===== config.mk =====
export PLATFORM = sky130hd
export DESIGN_NAME = stall_flush_controller
export DESIGN_NICKNAME = d
export VERILOG_FILES = /design/src/rtl/hazard_pkg.sv /design/src/rtl/muldiv_tracker.sv /design/src/rtl/stall_flush_controller.sv
export SDC_FILE = /design/constraint.sdc
export NUM_CORES = 1
export LEC_CHECK = 0
export CAP_MARGIN = 20
export CORE_AREA = 2 2 39 41
export DETAILED_ROUTE_END_ITERATION = 7
export DIE_AREA = 0 0 41 43
export DONT_BUFFER_PORTS = 1
export PLACE_DENSITY = 0.68
export SETUP_SLACK_MARGIN = 0.2
export SYNTH_ARGS = -nofsm -noshare
export SYNTH_HDL_FRONTEND = slang
export SYNTH_SLANG_ARGS = --single-unit

===== constraint.sdc =====
create_clock -name Clock -period 2.09 [get_ports Clock]
set_input_delay 0.3135 -clock Clock [delete_from_list [all_inputs] [get_ports Clock]]
set_output_delay 0.3135 -clock Clock [all_outputs]
set_load 0.02 [all_outputs]

===== src/rtl/hazard_pkg.sv =====
// Shared decode constants, tracker state type and decode helpers
// for the pipeline stall/flush controller.
package hazard_pkg;

  localparam logic [5:0] OP_RTYPE = 6'h00;
  localparam logic [5:0] OP_J     = 6'h02;
  localparam logic [5:0] OP_JAL   = 6'h03;
  localparam logic [5:0] OP_BEQ   = 6'h04;
  localparam logic [5:0] OP_BNE   = 6'h05;
  localparam logic [5:0] OP_LB    = 6'h20;
  localparam logic [5:0] OP_LH    = 6'h21;
  localparam logic [5:0] OP_LW    = 6'h23;
  localparam logic [5:0] OP_LBU   = 6'h24;
  localparam logic [5:0] OP_LHU   = 6'h25;
  localparam logic [5:0] OP_SB    = 6'h28;
  localparam logic [5:0] OP_SH    = 6'h29;
  localparam logic [5:0] OP_SW    = 6'h2B;

  localparam logic [5:0] FN_MFHI  = 6'h10;
  localparam logic [5:0] FN_MTLO  = 6'h13;
  localparam logic [5:0] FN_MULT  = 6'h18;
  localparam logic [5:0] FN_DIVU  = 6'h1B;

  typedef enum logic [0:0] {
    IDLE    = 1'b0,
    MD_BUSY = 1'b1
  } md_state_t;

  function automatic logic is_load(
    input logic [5:0] op
  );
    return op == OP_LB || op == OP_LH ||
           op == OP_LW || op == OP_LBU ||
           op == OP_LHU;
  endfunction

  // Ops that read rt as a source register
  function automatic logic reads_rt(
    input logic [5:0] op
  );
    return op == OP_RTYPE || op == OP_BEQ ||
           op == OP_BNE || op == OP_SB ||
           op == OP_SH || op == OP_SW;
  endfunction

  function automatic logic reads_rs(
    input logic [5:0] op
  );
    return !(op == OP_J || op == OP_JAL);
  endfunction

  function automatic logic is_md(
    input logic [5:0] op,
    input logic [5:0] fn
  );
    return op == OP_RTYPE &&
           fn >= FN_MULT && fn <= FN_DIVU;
  endfunction

  function automatic logic is_hl(
    input logic [5:0] op,
    input logic [5:0] fn
  );
    return op == OP_RTYPE &&
           fn >= FN_MFHI && fn <= FN_MTLO;
  endfunction

endpackage


===== src/rtl/muldiv_tracker.sv =====
// Occupancy tracker for the shared multi-cycle mul/div unit:
// IDLE/MD_BUSY state and a down-counter of remaining busy cycles.
module muldiv_tracker
  import hazard_pkg::*;
#(
  parameter int MULT_CYCLES = 4,
  parameter int DIV_CYCLES  = 32,
  parameter int CNT_W       = 6
) (
  input  logic Clock,
  input  logic Reset,
  input  logic start,
  input  logic is_div,
  output logic busy
);

  localparam logic [CNT_W-1:0] MULT_LOAD =
    CNT_W'(MULT_CYCLES - 1);
  localparam logic [CNT_W-1:0] DIV_LOAD =
    CNT_W'(DIV_CYCLES - 1);

  md_state_t        state;
  logic [CNT_W-1:0] cnt;

  always_ff @(posedge Clock or negedge Reset) begin
    if (!Reset) begin
      state <= IDLE;
      cnt   <= '0;
    end else begin
      unique case (state)
        IDLE: begin
          if (start) begin
            state <= MD_BUSY;
            cnt   <= is_div ? DIV_LOAD : MULT_LOAD;
          end
        end
        MD_BUSY: begin
          // Counter reaching zero ends the busy window
          if (cnt != '0) cnt <= cnt - 1'b1;
          else           state <= IDLE;
        end
        default: begin
          state <= IDLE;
          cnt   <= '0;
        end
      endcase
    end
  end

  assign busy = (state == MD_BUSY);

endmodule


===== src/rtl/stall_flush_controller.sv =====
// Load-use and mul/div hazard control for the five-stage pipeline.
// Optional STALL_COUNT_EN adds a saturating stall-cycle counter.
module stall_flush_controller
  import hazard_pkg::*;
#(
  parameter int MULT_CYCLES = 4,
  parameter int DIV_CYCLES  = 32,
  parameter int CNT_W       = 6
) (
  input  logic        Clock,
  input  logic        Reset,
  input  logic [31:0] ID_Instruction,
  input  logic [31:0] EX_Instruction,
  input  logic        Branch_Taken,
  output logic        PC_WriteEnable,
  output logic        IFID_WriteEnable,
  output logic        WriteEnableMuxControl,
  output logic        IFID_Flush,
  output logic        MulDiv_Start,
  output logic [1:0]  MulDiv_Op,
  output logic        MulDiv_Busy
`ifdef STALL_COUNT_EN
  ,
  output logic [31:0] Stall_Count
`endif
);

  logic [5:0] id_op, id_fn, ex_op;
  logic [4:0] id_rs, id_rt, ex_rt;
  logic       rs_hit, rt_hit;
  logic       load_use, md_hazard, stall;
  logic       id_md, id_hl;

  assign id_op = ID_Instruction[31:26];
  assign id_rs = ID_Instruction[25:21];
  assign id_rt = ID_Instruction[20:16];
  assign id_fn = ID_Instruction[5:0];
  assign ex_op = EX_Instruction[31:26];
  assign ex_rt = EX_Instruction[20:16];

  assign rs_hit = ex_rt == id_rs && reads_rs(id_op);
  assign rt_hit = ex_rt == id_rt && reads_rt(id_op);

  assign load_use = is_load(ex_op) && ex_rt != 5'd0 &&
                    (rs_hit || rt_hit);

  assign id_md = is_md(id_op, id_fn);
  assign id_hl = is_hl(id_op, id_fn);

  assign md_hazard = MulDiv_Busy && (id_md || id_hl);
  assign stall     = load_use || md_hazard;

  assign PC_WriteEnable        = !stall;
  assign IFID_WriteEnable      = !stall;
  assign WriteEnableMuxControl = !stall;
  // A stalled branch re-resolves next cycle, so no flush now
  assign IFID_Flush            = !stall && Branch_Taken;

  assign MulDiv_Start = id_md && !MulDiv_Busy && !load_use;
  assign MulDiv_Op    = id_fn[1:0];

  muldiv_tracker #(
    .MULT_CYCLES (MULT_CYCLES),
    .DIV_CYCLES  (DIV_CYCLES),
    .CNT_W       (CNT_W)
  ) u_tracker (
    .Clock  (Clock),
    .Reset  (Reset),
    .start  (MulDiv_Start),
    .is_div (id_fn[1]),
    .busy   (MulDiv_Busy)
  );

`ifdef STALL_COUNT_EN
  always_ff @(posedge Clock or negedge Reset) begin
    if (!Reset)
      Stall_Count <= '0;
    else if (stall && Stall_Count != 32'hFFFF_FFFF)
      Stall_Count <= Stall_Count + 32'd1;
  end
`endif

endmodule


# After elaboration in Yosys (flattened, before gate mapping)
# Index checks and enable logic that the tools add are counted.
[classes] add_sub_neg=1 magnitude_cmp=4 eq_ne=16 muxes=7 bitwise=1 n_reduce_logical=33
[ops] operator="$eq A6 B6 Y1 const B" n=8
[ops] operator="$logic_or A1 B1 Y1" n=13
[ops] operator="$eq A6 B2 Y1 const B" n=2
[ops] operator="$eq A6 B3 Y1 const B" n=2
[ops] operator="$ge A6 B5 Y1 const B" n=2
[ops] operator="$le A6 B5 Y1 const B" n=2
[ops] operator="$logic_and A1 B1 Y1" n=12
[ops] operator="$mux W6" n=2
[ops] operator="$pmux W6 S2" n=1
[ops] operator="$eq A5 B5 Y1" n=2
[ops] operator="$logic_not A6 Y1" n=1
[ops] operator="$reduce_bool A6 Y1" n=1
[ops] operator="$sub A6 B1 Y6 const B" n=1
[ops] operator="$mux W5" n=1
[ops] operator="$reduce_bool A5 Y1" n=1
[ops] operator="$logic_not A1 Y1" n=4
[ops] operator="$ne A2 B2 Y1 const B" n=2
[ops] operator="$mux W1" n=2
[ops] operator="$pmux W1 S2" n=1
[ops] operator="$reduce_and A2 Y1" n=1
[ops] operator="$not A1 Y1" n=1
[totals] ff_bits=7 inputBits=67 output_inout_bits=8 elab_cells=64

# Logic depth before layout (Yosys ltp)
# Gate-level depths: netlist of run 1.
[depth] ltp_word=13 depth_mapped=7 depth_no_buf=7

# Hierarchy
# From an unflattened synthesis of run 1, not the netlist that was laid out.
[unflattened] cells_unflattened=85 hier_area_um2=732.0
[modules_own_cells] mod="muldiv_tracker" n_inst=1 cells_per_inst=43 area_each_um2=439.2 seq_area_each_um2=175.2
[modules_own_cells] mod="stall_flush_controller" n_inst=1 cells_per_inst=42 area_each_um2=292.8 seq_area_each_um2=0.0

# Least setup slack after synthesis of run 1
# OpenSTA, ideal clock, no wires.
[synth_timing] path_kind="input -> output" from="input EX_Instruction[17]" to="output IFID_Flush" arrival_ps=1887 t_required_ps=1776 path_slack_ps=-110 stages=5 cell_sequence="or4_4 o21ai_2 a21oi_1 a31oi_1 and2_1"
[synth_between] elab_chain_len=7 elab_cells_between_ends=11 classes_between="eq/ne (2); reduce/logical (9)"
[synth_rtl] item="start, declared" line_no="stall_flush_controller.sv:13" text="input logic [31:0] EX_Instruction,"
[synth_rtl] item="$eq A5 B5 Y1 (on tied branches)" line_no="stall_flush_controller.sv:41, stall_flush_controller.sv:42"
[synth_rtl] item="$logic_and A1 B1 Y1 (on tied branches)" line_no="stall_flush_controller.sv:41, stall_flush_controller.sv:42"
[synth_rtl] item="$logic_or A1 B1 Y1" line_no="stall_flush_controller.sv:45" text="(rs_hit || rt_hit);"
[synth_rtl] item="$logic_and A1 B1 Y1 (*)" line_no="stall_flush_controller.sv:44" text="assign load_use = is_load(ex_op) && ex_rt != 5'd0 &&"
[synth_rtl] item="$logic_or A1 B1 Y1 (*)" line_no="stall_flush_controller.sv:51" text="assign stall = load_use || md_hazard;"
[synth_rtl] item="$logic_not A1 Y1 (*)"
[synth_rtl] item="via IFID_WriteEnable" line_no="stall_flush_controller.sv:16" text="output logic IFID_WriteEnable,"
[synth_rtl] item="$logic_and A1 B1 Y1 (*)" line_no="stall_flush_controller.sv:57" text="assign IFID_Flush = !stall && Branch_Taken;"
[synth_rtl] item="end, declared" line_no="stall_flush_controller.sv:18" text="output logic IFID_Flush,"
# Mark *: on every way through the listed nets, which the timed path passes. The rest lies on a longest branch.

# Final worst setup path of run 1
[layout_timing] from="input EX_Instruction[20]" to="output MulDiv_Start"
[layout_between] elab_chain_len=6 elab_cells_between_ends=10 classes_between="eq/ne (2); reduce/logical (8)"
[layout_rtl] item="$eq A5 B5 Y1 (on tied branches)" line_no="stall_flush_controller.sv:41, stall_flush_controller.sv:42"
[layout_rtl] item="$logic_and A1 B1 Y1 (on tied branches)" line_no="stall_flush_controller.sv:41, stall_flush_controller.sv:42"
[layout_rtl] item="$logic_or A1 B1 Y1" line_no="stall_flush_controller.sv:45"
[layout_rtl] item="$logic_and A1 B1 Y1 (*)" line_no="stall_flush_controller.sv:44"
[layout_rtl] item="$logic_not A1 Y1 (*)" line_no="stall_flush_controller.sv:59" text="assign MulDiv_Start = id_md && !MulDiv_Busy && !load_use;"
[layout_rtl] item="$logic_and A1 B1 Y1 (*)" line_no="stall_flush_controller.sv:59"
[layout_rtl] item="end, declared" line_no="stall_flush_controller.sv:19" text="output logic MulDiv_Start,"
# Every way passes the cells marked *; elsewhere a longest branch is shown, timed or not.

==> flow_summary.json, run 1 <==
{
  "status": "finished clean",
  "initial_core_util": 0.512,
  "path_max_fanout": 3,
  "ir_drop_uv": 684,
  "async_reset_ff_frac": 1.00,
  "worstHoldStart": "ID_Instruction[1]",
  "worst-setup-path-type": "primary input to output port",
  "syn_to_final_growth_pct": 20.7,
  "ant_nets": 0,
  "r2r-end": "u_tracker.cnt[2]$_DFFE_PN0P_",
  "synth.distinct_cells": 36,
  "p_per_area_nw_per_um2": 859,
  "hold_viol_final": 0,
  "critPathLaunchType": "primary input",
  "dpl-instance-area_um2": 749,
  "portBuffers": 0,
  "drive_gt1_frac": 0.310,
  "synthFlopType": "dfrtp_1",
  "finalPower_uw": 734,
  "grtUsageTotal": 0.215,
  "n_antenna_cell": 0,
  "max_freq_mhz": 533,
  "rrSetupSlack_ns": 0.38,
  "synthCells": 78,
  "wire_per_inst_um": 16.2,
  "grt_max_degree": 10,
  "required_ns": 1.78,
  "die_y_um": 43,
  "core-area_um2": 1380,
  "cts_inserted_buffers": 3,
  "r2r_cells": 5,
  "layout.cells.non_filler": 103,
  "synth_edf_count": 0,
  "dp_hpwl_um": 1310,
  "layout_min_cycle_time_ns": 1.88,
  "worstHoldPathCells": 2,
  "fin_nets": 156,
  "overflow": 0,
  "hp-class": "primary input to flip-flop",
  "syn_avg_cell_area_um2": 9.08,
  "final.setup.tns_ns": 0,
  "fin_area_um2": 855,
  "clk_pin_slew_ns": 0.05,
  "cts_buffer_depth": 2,
  "rsz0062_at_grt": "yes",
  "dr.pass1.iters": 4,
  "clock_skew_ns": 0.00175,
  "tightestPinTransition_ns": 0.391,
  "yosys_warnings": 0,
  "whs_endpoint": "u_tracker.cnt[4]$_DFFE_PN0P_",
  "setup_viol": 0,
  "drv_slew": 0,
  "cap_violations": 0,
  "cts_tree": "yes",
  "fp.dieArea_um2": 1760,
  "die_x_um": 41,
  "slew_headroom": 0.739,
  "clk_latency_ns": 0.25,
  "yosysSeqAreaShare": 0.247,
  "timing.rr.start": "u_tracker.busy$_DFF_PN0_",
  "min_period_over_period": 0.898,
  "routed_wl_um": 1660,
  "row_count": 14,
  "leakagePower_nw": 0.317,
  "cts.root.buffer_cell": "clkbuf_4",
  "via_count": 624,
  "arrival_ns": 1.56,
  "crit_path_end_kind": "output port",
  "synth_fp_nets": 146,
  "clock_sinks": 7,
  "grt_pass1_vias": 628,
  "vias_per_cell": 6.06,
  "grt_antenna_before_repair": 0,
  "htreeDepth": 1,
  "drtIter0Drc": 11,
  "drc": 0,
  "mostFrequentLayoutCells": "9 x buf_4, 8 x nor2_1, 8 x xor2_1, 6 x nand2_1, 6 x dfrtp_1",
  "syn-cell-area_um2": 708,
  "ioPinCount": 75,
  "final_common_cell": "buf_4",
  "synth-seq-cells": 7,
  "dp_cells": 94,
  "place_congestion": 0.846,
  "grt_pass1_wl_um": 2520
}
[cells in the mapped netlist, types with 2 or more instances]
cell type,instances,share of area
a211oi_1,2,0.021
a31oi_1,2,0.018
buf_4,4,0.042
dfrtp_1,7,0.25
inv_1,3,0.016
nand2_1,6,0.032
nand3_1,2,0.014
nand4_1,3,0.027
nor2_1,8,0.042
nor4_1,2,0.018
o211a_1,3,0.042
xnor2_1,5,0.062
xor2_1,8,0.099
[per-layer routing]
| metal | vias to the layer above | track usage | wire length [µm] |
|---|---|---|---|
| li1 | 300 | - | - |
| met1 | 298 | 0.230 | 589 |
| met2 | 22 | 0.375 | 922 |
| met3 | 4 | 0.0262 | 118 |
| met4 | 0 | 0.120 | 34 |
| met5 | - | 0 | 0 |
[critical path, stage by stage]
cell and delay (ns):
or4_4 0.54, o21ai_4 0.18, a21oi_4 0.07, nor4_4 0.27, buf_4 0.18
[registers in the layout, indices dropped and copies added, names as in the netlist]
| name | count |
|---|---|
| u_tracker.cnt | 6 |
| u_tracker.busy | 1 |
[report_power, final]
part / internal (mW) / switching, mW / leakage (nW) / total, mW
logic: 0.172 / 0.183 / 0.225 / 0.355
registers: 0.204 / 0.0494 / 0.0770 / 0.254
clock network: 0.0730 / 0.0519 / 0.0150 / 0.125
total: 0.449 / 0.285 / 0.317 / 0.734
[kinds of logic after synthesis]
| family | synth area share |
|---|---|
| AOI/OAI and AO/OA | 0.223 |
| DFF | 0.247 |
| adders and majority gates | 0.0177 |
| and+or+nand+nor | 0.270 |
| xor gates and xnor gates | 0.161 |
| muxes | 0.0159 |
| buffers and inverters | 0.0654 |
[worst max path at each step]
stage | start | endpoint | slack, ns | cells after the start
after floorplan | EX_Instruction[17] | MulDiv_Start | 0.13 | 4
after global placement | ID_Instruction[28] | MulDiv_Start | 0.12 | 6
after detailed placement | ID_Instruction[28] | MulDiv_Start | 0.12 | 6
after CTS | EX_Instruction[20] | MulDiv_Start | 0.17 | 5
after global routing | EX_Instruction[20] | MulDiv_Start | 0.18 | 5
final | EX_Instruction[20] | MulDiv_Start | 0.21 | 5
[per-stage QoR]
stage,worst slack (ns),util,hold WS [ns]
floorplan,0.128,-,0.0179
global placement,0.121,0.542,0.0180
detailed placement,0.122,0.542,0.0180
CTS,0.165,0.597,0.335
global route,0.178,0.618,0.353
finish,0.214,0.618,0.342
[timing repair]
action                     in CTS  in global routing
cloned                          0                  0
hold buffers                    1                  0
setup endpoints to repair       5                  5
gates resized for setup         3                  3
pin swaps                       3                  2
hold endpoints to repair        7                  0
setup buffers                   3                  1
[area by class of cell]
cell class	instances	area (µm²)
Tap cell	16	20.0
Clock buffer	4	26.3
Multi-Input combinational cell	63	543
Sequential cell	7	176
Inverter	3	11.3
Timing Repair Buffer	10	77.6
Fill cell	127	529
(Power assumes the default switching activity.)
==> run 2: changes to the inputs <==
- PLACE_DENSITY: 0.68 -> 0.73
==> flow_summary.json, run 2 (synthesized netlist as in run 1, its figures left out) <==
{
  "n_antenna_cell": 0,
  "grt_pass1_wl_um": 2440,
  "worstHoldStart": "ID_Instruction[27]",
  "drive_gt1_frac": 0.306,
  "crit_path_end_kind": "output port",
  "routed_wl_um": 1610,
  "layout.cells.non_filler": 101,
  "mostFrequentLayoutCells": "8 x nor2_1, 8 x xor2_1, 6 x nand2_1, 6 x dfrtp_1",
  "cts_tree": "yes",
  "via_count": 624,
  "tightestPinTransition_ns": 0.446,
  "largest_reg_flops": 6,
  "top_usage_layer": "met2",
  "slew_headroom": 0.701,
  "row_count": 14,
  "ant_nets": 0,
  "fin_nets": 154,
  "die_y_um": 43,
  "worstHoldPathCells": 2,
  "leakagePower_nw": 0.312,
  "hp-class": "primary input to flip-flop",
  "status": "finished clean",
  "die_x_um": 41,
  "path_cells": "or4_4 -> o21ai_4 -> a21oi_4 -> buf_6 -> a31oi_4 -> and2_4",
  "rsz0062_at_grt": "yes",
  "largest-register": "u_tracker.cnt",
  "vias_per_cell": 6.18,
  "dr.pass1.iters": 4,
  "dp_hpwl_um": 1230,
  "critical_path.slowest_cell": "or4_4",
  "clock_sinks": 7,
  "final.setup.tns_ns": 0,
  "drc": 0,
  "portBuffers": 0,
  "cts_inserted_buffers": 3,
  "grt_max_degree": 10,
  "htreeDepth": 1,
  "drtIter0Drc": 13,
  "worst-setup-path-type": "primary input to output port",
  "grt_pass1_vias": 625,
  "required_ns": 1.78,
  "cap_violations": 0,
  "layout_min_cycle_time_ns": 1.91,
  "place_congestion": 0.812,
  "p_per_area_nw_per_um2": 852,
  "cts.root.buffer_cell": "clkbuf_4",
  "initial_core_util": 0.512,
  "r2r-end": "u_tracker.cnt[2]$_DFFE_PN0P_",
  "use_met3": 0.0628,
  "grt_antenna_before_repair": 0,
  "core-area_um2": 1380,
  "drv_slew": 0,
  "max_freq_mhz": 525,
  "ioPinCount": 75,
  "setup_viol": 0,
  "clk_pin_slew_ns": 0.05,
  "use_met2": 0.369,
  "wire_per_inst_um": 16.0,
  "dp_cells": 94,
  "cts_buffer_depth": 2,
  "arrival_ns": 1.59,
  "hold_viol_final": 0,
  "min_period_over_period": 0.912,
  "r2r_cells": 5,
  "overflow": 0,
  "syn_to_final_growth_pct": 20.5,
  "whs_endpoint": "u_tracker.cnt[5]$_DFFE_PN0P_",
  "clk_latency_ns": 0.25,
  "grtUsageTotal": 0.211,
  "cpPeakStageDelay_ns": 0.55,
  "fp.dieArea_um2": 1760,
  "rrSetupSlack_ns": 0.38,
  "path_max_fanout": 3,
  "finalPower_uw": 727,
  "grtUsageMet1": 0.205,
  "critPathLaunchType": "primary input",
  "ir_drop_uv": 547,
  "clock_skew_ns": 0.00459,
  "timing.rr.start": "u_tracker.busy$_DFF_PN0_"
}
==> run 2: changes by cell type in the layout (fill, tap and decap cells not counted) <==
cell and delta:
and2_1 -1, and2_4 +1, buf_4 -4, buf_6 +1, buf_8 +1
==> run 2: layout make-up <==
type / count / area (µm²)
tap: 16 / 20.0
clock buffer: 4 / 26.3
timing repair buffer: 8 / 73.8
inverter: 3 / 11.3
fill: 128 / 531
multi-input combinational: 63 / 546
sequential: 7 / 176
==> run 2: critical path: cells and delay by family <==
family          cells  cell delay [ns]
simple gates        2             0.75
compound gates      3             0.40
buf+inv             1             0.12
==> run 2: how the worst max path moves through the flow <==
stage / endpoint / startpoint / depth (start not counted) / slack [ns]
final: IFID_Flush / EX_Instruction[17] / 6 / 0.18
after global placement: MulDiv_Start / EX_Instruction[17] / 4 / 0.07
after CTS: IFID_Flush / EX_Instruction[20] / 6 / 0.19
after global routing: MulDiv_Start / ID_Instruction[28] / 5 / 0.12
after detailed placement: MulDiv_Start / EX_Instruction[17] / 4 / 0.06
after floorplan: MulDiv_Start / EX_Instruction[17] / 4 / 0.13
==> run 2: report_power, final <==
group	leakage, nW	switching [mW]	internal (mW)	total, mW
clock	0.0150	0.0505	0.0729	0.123
sequential	0.0770	0.0497	0.204	0.254
combinational	0.220	0.177	0.173	0.350
total	0.312	0.277	0.450	0.727
==> run 2: what timing repair did <==
| item | 4_1_cts | 5_1_grt |
|---|---|---|
| endpoints found under the hold margin | 7 | 0 |
| pin swaps | 4 | 3 |
| gates resized for setup | 9 | 2 |
| endpoints found under the setup margin | 5 | 5 |
| buffers inserted | 1 | 1 |
| hold buffers | 1 | 0 |
==> run 2: routing by layer <==
layer / part of all wire / vias up
li1: - / 297
met1: 0.34 / 297
met2: 0.54 / 25
met3: 0.094 / 5
met4: 0.024 / 0
met5: 0 / -
==> run 2: metrics by stage <==
step	hold WS [ns]	setup slack [ns]	area (µm²)	utilization
2_1_floorplan	0.0179	0.128	733	-
3_3_place_gp	0.0180	0.0740	749	0.542
3_5_place_dp	0.0180	0.0560	749	0.542
4_1_cts	0.246	0.188	836	0.604
5_1_grt	0.247	0.124	853	0.617
6_report	0.251	0.184	853	0.617
==> run 3: changes to the inputs <==
- CTS_CLUSTER_DIAMETER: not set -> 50
==> results of run 3 <==
The final DEF is identical to that of run 2; final timing and power are the same.
